### config.mk
export PLATFORM = sky130hd
export DESIGN_NAME = instr_encoder
export DESIGN_NICKNAME = d
export VERILOG_FILES = /design/src/rtl/riscv_pkg.sv /design/src/rtl/tartaruga_pkg.sv /design/src/rtl/instr_encode_comb.sv /design/src/rtl/instr_encoder.sv
export SDC_FILE = /design/constraint.sdc
export NUM_CORES = 1
export LEC_CHECK = 0
export CAP_MARGIN = 20
export CORE_UTILIZATION = 51
export CTS_CLUSTER_SIZE = 28
export DETAILED_ROUTE_END_ITERATION = 7
export PLACE_DENSITY_LB_ADDON = 0.15
export SLEW_MARGIN = 0
export SYNTH_ARGS = -nofsm -noshare
export SYNTH_HDL_FRONTEND = slang
export SYNTH_SLANG_ARGS = --single-unit
export TNS_END_PERCENT = 10
### constraint.sdc
create_clock -name clk_i -period 5.6 [get_ports clk_i]
set_input_delay 1.12 -clock clk_i [delete_from_list [all_inputs] [get_ports clk_i]]
set_output_delay 1.12 -clock clk_i [all_outputs]
set_load 0.05 [all_outputs]
### src/rtl/riscv_pkg.sv
// RV32I encoding constants: opcodes, func3/func7 fields and the canonical NOP.
`default_nettype none

package riscv_pkg;

    typedef logic [31:0] instruction_t;

    localparam logic [6:0] OP_ALU   = 7'b0110011;
    localparam logic [6:0] OP_ALU_I = 7'b0010011;
    localparam logic [6:0] OP_LUI   = 7'b0110111;
    localparam logic [6:0] OP_AUIPC = 7'b0010111;

    localparam logic [2:0] F3_ADD_SUB = 3'b000;
    localparam logic [2:0] F3_SLL     = 3'b001;
    localparam logic [2:0] F3_SLT     = 3'b010;
    localparam logic [2:0] F3_SLTU    = 3'b011;
    localparam logic [2:0] F3_XOR     = 3'b100;
    localparam logic [2:0] F3_SRL_SRA = 3'b101;
    localparam logic [2:0] F3_OR      = 3'b110;
    localparam logic [2:0] F3_AND     = 3'b111;

    localparam logic [6:0] F7_ALU_NORMAL   = 7'b0000000;
    localparam logic [6:0] F7_ALU_MODIFIED = 7'b0100000;

    localparam instruction_t INSTR_NOP = 32'h0000_0013;

endpackage

`default_nettype wire

### src/rtl/tartaruga_pkg.sv
// Shared types for the tartaruga core: bus word, ALU operation, encode request, encoder FSM states.
`default_nettype none

package tartaruga_pkg;

    typedef logic [31:0] bus32_t;

    typedef enum logic [3:0] {
        ALU_ADD  = 4'd0,
        ALU_SUB  = 4'd1,
        ALU_SLL  = 4'd2,
        ALU_SLT  = 4'd3,
        ALU_SLTU = 4'd4,
        ALU_XOR  = 4'd5,
        ALU_SRL  = 4'd6,
        ALU_SRA  = 4'd7,
        ALU_OR   = 4'd8,
        ALU_AND  = 4'd9
    } alu_op_t;

    typedef enum logic [1:0] {
        ALU_R = 2'd0,
        ALU_I = 2'd1,
        LUI   = 2'd2,
        AUIPC = 2'd3
    } enc_kind_t;

    typedef struct packed {
        enc_kind_t   kind;
        alu_op_t     alu_op;
        logic [4:0]  rd;
        logic [4:0]  rs1;
        logic [4:0]  rs2;
        logic [31:0] imm;
    } enc_req_t;

    typedef enum logic [1:0] {
        ST_IDLE = 2'd0,
        ST_RUN  = 2'd1,
        ST_DONE = 2'd2
    } enc_state_t;

endpackage

`default_nettype wire

### src/rtl/instr_encode_comb.sv
// Combinational RV32I field packing and legality check for one encode request.
`default_nettype none

module instr_encode_comb
    import riscv_pkg::*;
    import tartaruga_pkg::*;
(
    input  logic [$bits(enc_req_t)-1:0] req,
    output instruction_t                word,
    output logic                        illegal
);

    enc_req_t   r;
    logic [2:0] func3;
    logic [6:0] func7;
    logic       op_ok;
    logic       is_shift;

    assign r = enc_req_t'(req);

    always_comb begin
        func3    = F3_ADD_SUB;
        func7    = F7_ALU_NORMAL;
        op_ok    = 1'b1;
        is_shift = 1'b0;
        case (r.alu_op)
            ALU_ADD:  func3 = F3_ADD_SUB;
            ALU_SUB:  begin func3 = F3_ADD_SUB; func7 = F7_ALU_MODIFIED; end
            ALU_SLL:  begin func3 = F3_SLL; is_shift = 1'b1; end
            ALU_SLT:  func3 = F3_SLT;
            ALU_SLTU: func3 = F3_SLTU;
            ALU_XOR:  func3 = F3_XOR;
            ALU_SRL:  begin func3 = F3_SRL_SRA; is_shift = 1'b1; end
            ALU_SRA:  begin func3 = F3_SRL_SRA; func7 = F7_ALU_MODIFIED; is_shift = 1'b1; end
            ALU_OR:   func3 = F3_OR;
            ALU_AND:  func3 = F3_AND;
            default:  op_ok = 1'b0;
        endcase
    end

    always_comb begin
        word    = INSTR_NOP;
        illegal = 1'b0;
        case (r.kind)
            ALU_R: begin
                if (op_ok) word = {func7, r.rs2, r.rs1, func3, r.rd, OP_ALU};
                else       illegal = 1'b1;
            end
            ALU_I: begin
                // No SUBI exists; shift amounts are unsigned 0..31, others a sign-extended 12-bit immediate
                if (!op_ok || r.alu_op == ALU_SUB) begin
                    illegal = 1'b1;
                end else if (is_shift) begin
                    if (|r.imm[31:5]) illegal = 1'b1;
                    else word = {func7, r.imm[4:0], r.rs1, func3, r.rd, OP_ALU_I};
                end else begin
                    if (r.imm[31:11] != {21{r.imm[11]}}) illegal = 1'b1;
                    else word = {r.imm[11:0], r.rs1, func3, r.rd, OP_ALU_I};
                end
            end
            LUI:     word = {r.imm[31:12], r.rd, OP_LUI};
            AUIPC:   word = {r.imm[31:12], r.rd, OP_AUIPC};
            default: illegal = 1'b1;
        endcase
    end

endmodule

`default_nettype wire

### src/rtl/instr_encoder.sv
// Program loader: encodes a stream of requests into RV32I words and writes them to sequential memory addresses.
`default_nettype none

module instr_encoder
    import riscv_pkg::*;
    import tartaruga_pkg::*;
(
    input  logic         clk_i,
    input  logic         rst_i,
    input  logic         start_i,
    input  bus32_t       base_addr_i,
    input  logic         req_valid_i,
    output logic         req_ready_o,
    input  enc_req_t     req_i,
    input  logic         last_i,
    output logic         mem_we_o,
    output bus32_t       mem_addr_o,
    output instruction_t mem_wdata_o,
    output logic         busy_o,
    output logic         done_o,
    output logic         error_o,
    output logic [15:0]  count_o
);

    enc_state_t   state;
    enc_state_t   state_nx;
    bus32_t       addr_ptr;
    instruction_t enc_word;
    logic         enc_illegal;
    logic         accept;

    instr_encode_comb u_comb (
        .req     (req_i),
        .word    (enc_word),
        .illegal (enc_illegal)
    );

    assign req_ready_o = (state == ST_RUN);
    assign busy_o      = (state != ST_IDLE);
    assign accept      = req_valid_i && req_ready_o;

    always_ff @(posedge clk_i or posedge rst_i) begin
        if (rst_i) state <= ST_IDLE;
        else       state <= state_nx;
    end

    always_comb begin
        state_nx = state;
        case (state)
            ST_IDLE: if (start_i) state_nx = ST_RUN;
            ST_RUN:  if (accept && last_i) state_nx = ST_DONE;
            ST_DONE: state_nx = ST_IDLE;
            default: state_nx = ST_IDLE;
        endcase
    end

    // Write port is registered: every accepted request lands in memory on the following cycle
    always_ff @(posedge clk_i or posedge rst_i) begin
        if (rst_i) begin
            mem_we_o    <= 1'b0;
            mem_addr_o  <= '0;
            mem_wdata_o <= '0;
            done_o      <= 1'b0;
            error_o     <= 1'b0;
            count_o     <= '0;
            addr_ptr    <= '0;
        end else begin
            mem_we_o <= 1'b0;
            done_o   <= 1'b0;
            if (state == ST_IDLE && start_i) begin
                addr_ptr <= base_addr_i;
                count_o  <= '0;
                error_o  <= 1'b0;
            end
            if (accept) begin
                mem_we_o    <= 1'b1;
                mem_wdata_o <= enc_word;
                mem_addr_o  <= addr_ptr;
                addr_ptr    <= addr_ptr + 32'd4;
                done_o      <= last_i;
                if (count_o != 16'hFFFF) count_o <= count_o + 16'd1;
                if (enc_illegal) error_o <= 1'b1;
            end
        end
    end

endmodule

`default_nettype wire

==> results.yml <==
detailed_routing:
  postRouteAntennaNets: 0
  dr.pass1.iters: 4
  drt_wl_total_um: 16000
  avgViaCountPerCell: 5.81
  drc_errors: 0
  vias: 5529
  drt-initial-drc-count: 410
  wl_per_cell_um: 16.8
floorplan:
  initial_core_util: 0.524
  coreArea_um2: 10800
  io_pins: 175
  die_area_um2: 11600
  die_w_um: 108
  rows: 38
  die_y_um: 108
sta:
  setup_viol: 0
  finalHoldViolCount: 0
  timing.fmax_mhz: 314
  worst_slack_ns: 2.41
  final.setup.tns_ns: 0
  tightestPinTransition_ns: 0.989
  period_minus_slack_ns: 3.19
  rsz0062_at_grt: "false"
  drv_slew: 0
  period_share: 0.569
  fin_skew_ns: 0.0133
  relSlewSlack: 0.339
synth:
  yosys.cell_types.count: 64
  synth_compound_area_frac: 0.166
  ys_warn_count: 0
  synth_top_area_cell: "dfrtp_1"
  synthAdderAreaFrac: 0.00837
  syn-mean-instance-area_um2: 8.83
  synth_seq_area_share: 0.498
  ys_seq_elements: 113
  ys.flop_type: "dfrtp_1"
  synth-xor-area-share: 0.0108
  netlist_area_um2: 5680
  synth_top_area_share: 0.498
  muxShareOfSynthArea: 0.00727
  yosys.area_share.simple: 0.271
  synth.area.top_cells: "dfrtp_1, nand2_1, nor2_1, nand3_1, o21ai_0"
  async_reset_ff_frac: 1.00
  synth_edf_count: 0
  synth_top_family_by_area: "simple AND/OR/NAND/NOR gates"
  syn_inst: 643
worst_setup_path:
  r2r_start: "state[1]"
  worstSetupStartpointType: "register"
  regToRegSetupSlack_ns: 3.01
  critPathCaptureType: "output port"
  arrival_ns: 2.07
  worstPathMaxFanout: 3
  endpoint: "req_ready_o"
  startpoint: "state[1]"
  rr_worst_depth: 8
  critical_path_class: "reg2out"
  cp.required_ns: 4.48
  timing.rr.end: "count_o[15]"
grt:
  grt_pass1_vias: 5279
  grt_pass1_wl_um: 25700
  grt_max_degree: 96
  track_usage: 0.287
  grt.overflow.total: 0
  antenna_found_initial: 0
min_path:
  min_path_type: "reg2reg"
cts:
  clock_latency_ns: 0.52
  post_cts_resize_count: 0
  cts.clk_slew.worst_paths_ns: 0.05
  cts_hold_buf: 0
  cts.sinks: 113
  cts_tree: "built"
  cts_buffer_depth: 2
  numCtsBuffers: 17
  root_buffer: "clkbuf_8"
  post-cts-setup-buffers: 0
  cts_max_level: 4
job:
  max_cap_violations: 0
outcome:
  status: "complete, no violations"
final_layout:
  diodes: 0
  layout_common_cells: "nand2_1, clkdlybuf4s50_1, dfrtp_1"
  area_growth_pct: 41.2
  final_util: 0.740
  drive_above_1_share: 0.0727
  layout.nets: 893
place:
  portBuffers: 172
  place_congestion: 0.964
  hpwl_um: 10700
  place_ws_ns: 2.09
power:
  fin_total_pwr_w: 0.00442
  ir_drop_uv: 351
  powerDensity_nw_per_um2: 552
  power_leakage_nw: 3.41
==> cell type report <==
type	count	area, um2
clock inverter	9	83.8
clock buffer	22	463
timing repair buffer	177	1780
multi-input combinational	480	2650
fill	803	2820
sequential	113	2830
tap	140	175
inverter	11	43.8
==> where the power goes <==
group | internal (W) | switching, W | leakage, nW
Clock | 0.000618 | 0.000376 | 0.259
Sequential | 0.00114 | 0.000291 | 1.43
Combinational | 0.000676 | 0.00132 | 1.71
Total | 0.00243 | 0.00199 | 3.41
==> through the flow <==
step,instance area [um2],std cells,hold WS [ns]
5_1_grt,8020,952,0.504
4_1_cts,7990,951,0.471
2_1_floorplan,5680,644,0.439
3_5_place_dp,7440,920,0.462
3_3_place_gp,7440,920,0.451
6_report,8020,952,0.467
==> worst min path at each step <==
stage                               from             end  slack, ns  depth (start not counted)
final                        addr_ptr[1]   mem_addr_o[1]       0.47                          2
after global routing      mem_addr_o[19]  mem_addr_o[19]       0.50                          2
after CTS                    addr_ptr[1]   mem_addr_o[1]       0.47                          2
after detailed placement  mem_addr_o[18]  mem_addr_o[18]       0.46                          2
after global placement       addr_ptr[1]   mem_addr_o[1]       0.45                          2
after floorplan              addr_ptr[0]   mem_addr_o[0]       0.44                          2
==> Yosys cell counts, drive strengths merged, types with 3 or more instances <==
| master | n |
|---|---|
| nor4 | 6 |
| dfrtp | 113 |
| a22oi | 3 |
| buf | 15 |
| and3 | 13 |
| o311ai | 4 |
| and4 | 3 |
| o31ai | 8 |
| nor2b | 3 |
| nand3 | 33 |
| inv | 11 |
| and2 | 7 |
| a31oi | 4 |
| o211ai | 7 |
| nand2 | 174 |
| nand2b | 4 |
| nand4 | 18 |
| xor2 | 6 |
| nor2 | 45 |
| or4 | 4 |
| o21ai | 35 |
| a221o | 12 |
| a211oi | 4 |
| ha | 3 |
| a221oi | 11 |
| clkbuf | 25 |
| nor3 | 15 |
| mux2i | 3 |
| nor3b | 3 |
| a21oi | 26 |
==> state kept, by name, indices dropped and copies added (netlist names) <==
register / flops
state: 2
mem_addr_o: 32
addr_ptr: 32
error_o: 1
done_o: 1
mem_wdata_o: 28
count_o: 16
mem_we_o: 1
==> worst max-delay path: stages, from the launching register on <==
cell and delay (ns):
dfrtp_1 0.38, nor2b_1 0.30, clkdlybuf4s50_1 0.87
==> layer usage <==
layer  part of all wire  global-route usage
met5                  0                   0
met4              0.020               0.102
met3              0.069              0.0696
met2               0.50               0.476
met1               0.41               0.365
==> logic make-up (layout without fill, tap and decap cells) <==
kind of cell               after synthesis  in the layout
other                                    1              2
AOI/OAI and AO/OA                      128            128
and+or+nand+nor                        335            335
DFF                                    113            113
muxes                                    4              4
buffers and inverters                   51            219
adders and majority gates                4              4
xor gates and xnor gates                 7              7
Power figures use the tool's default switching activity.
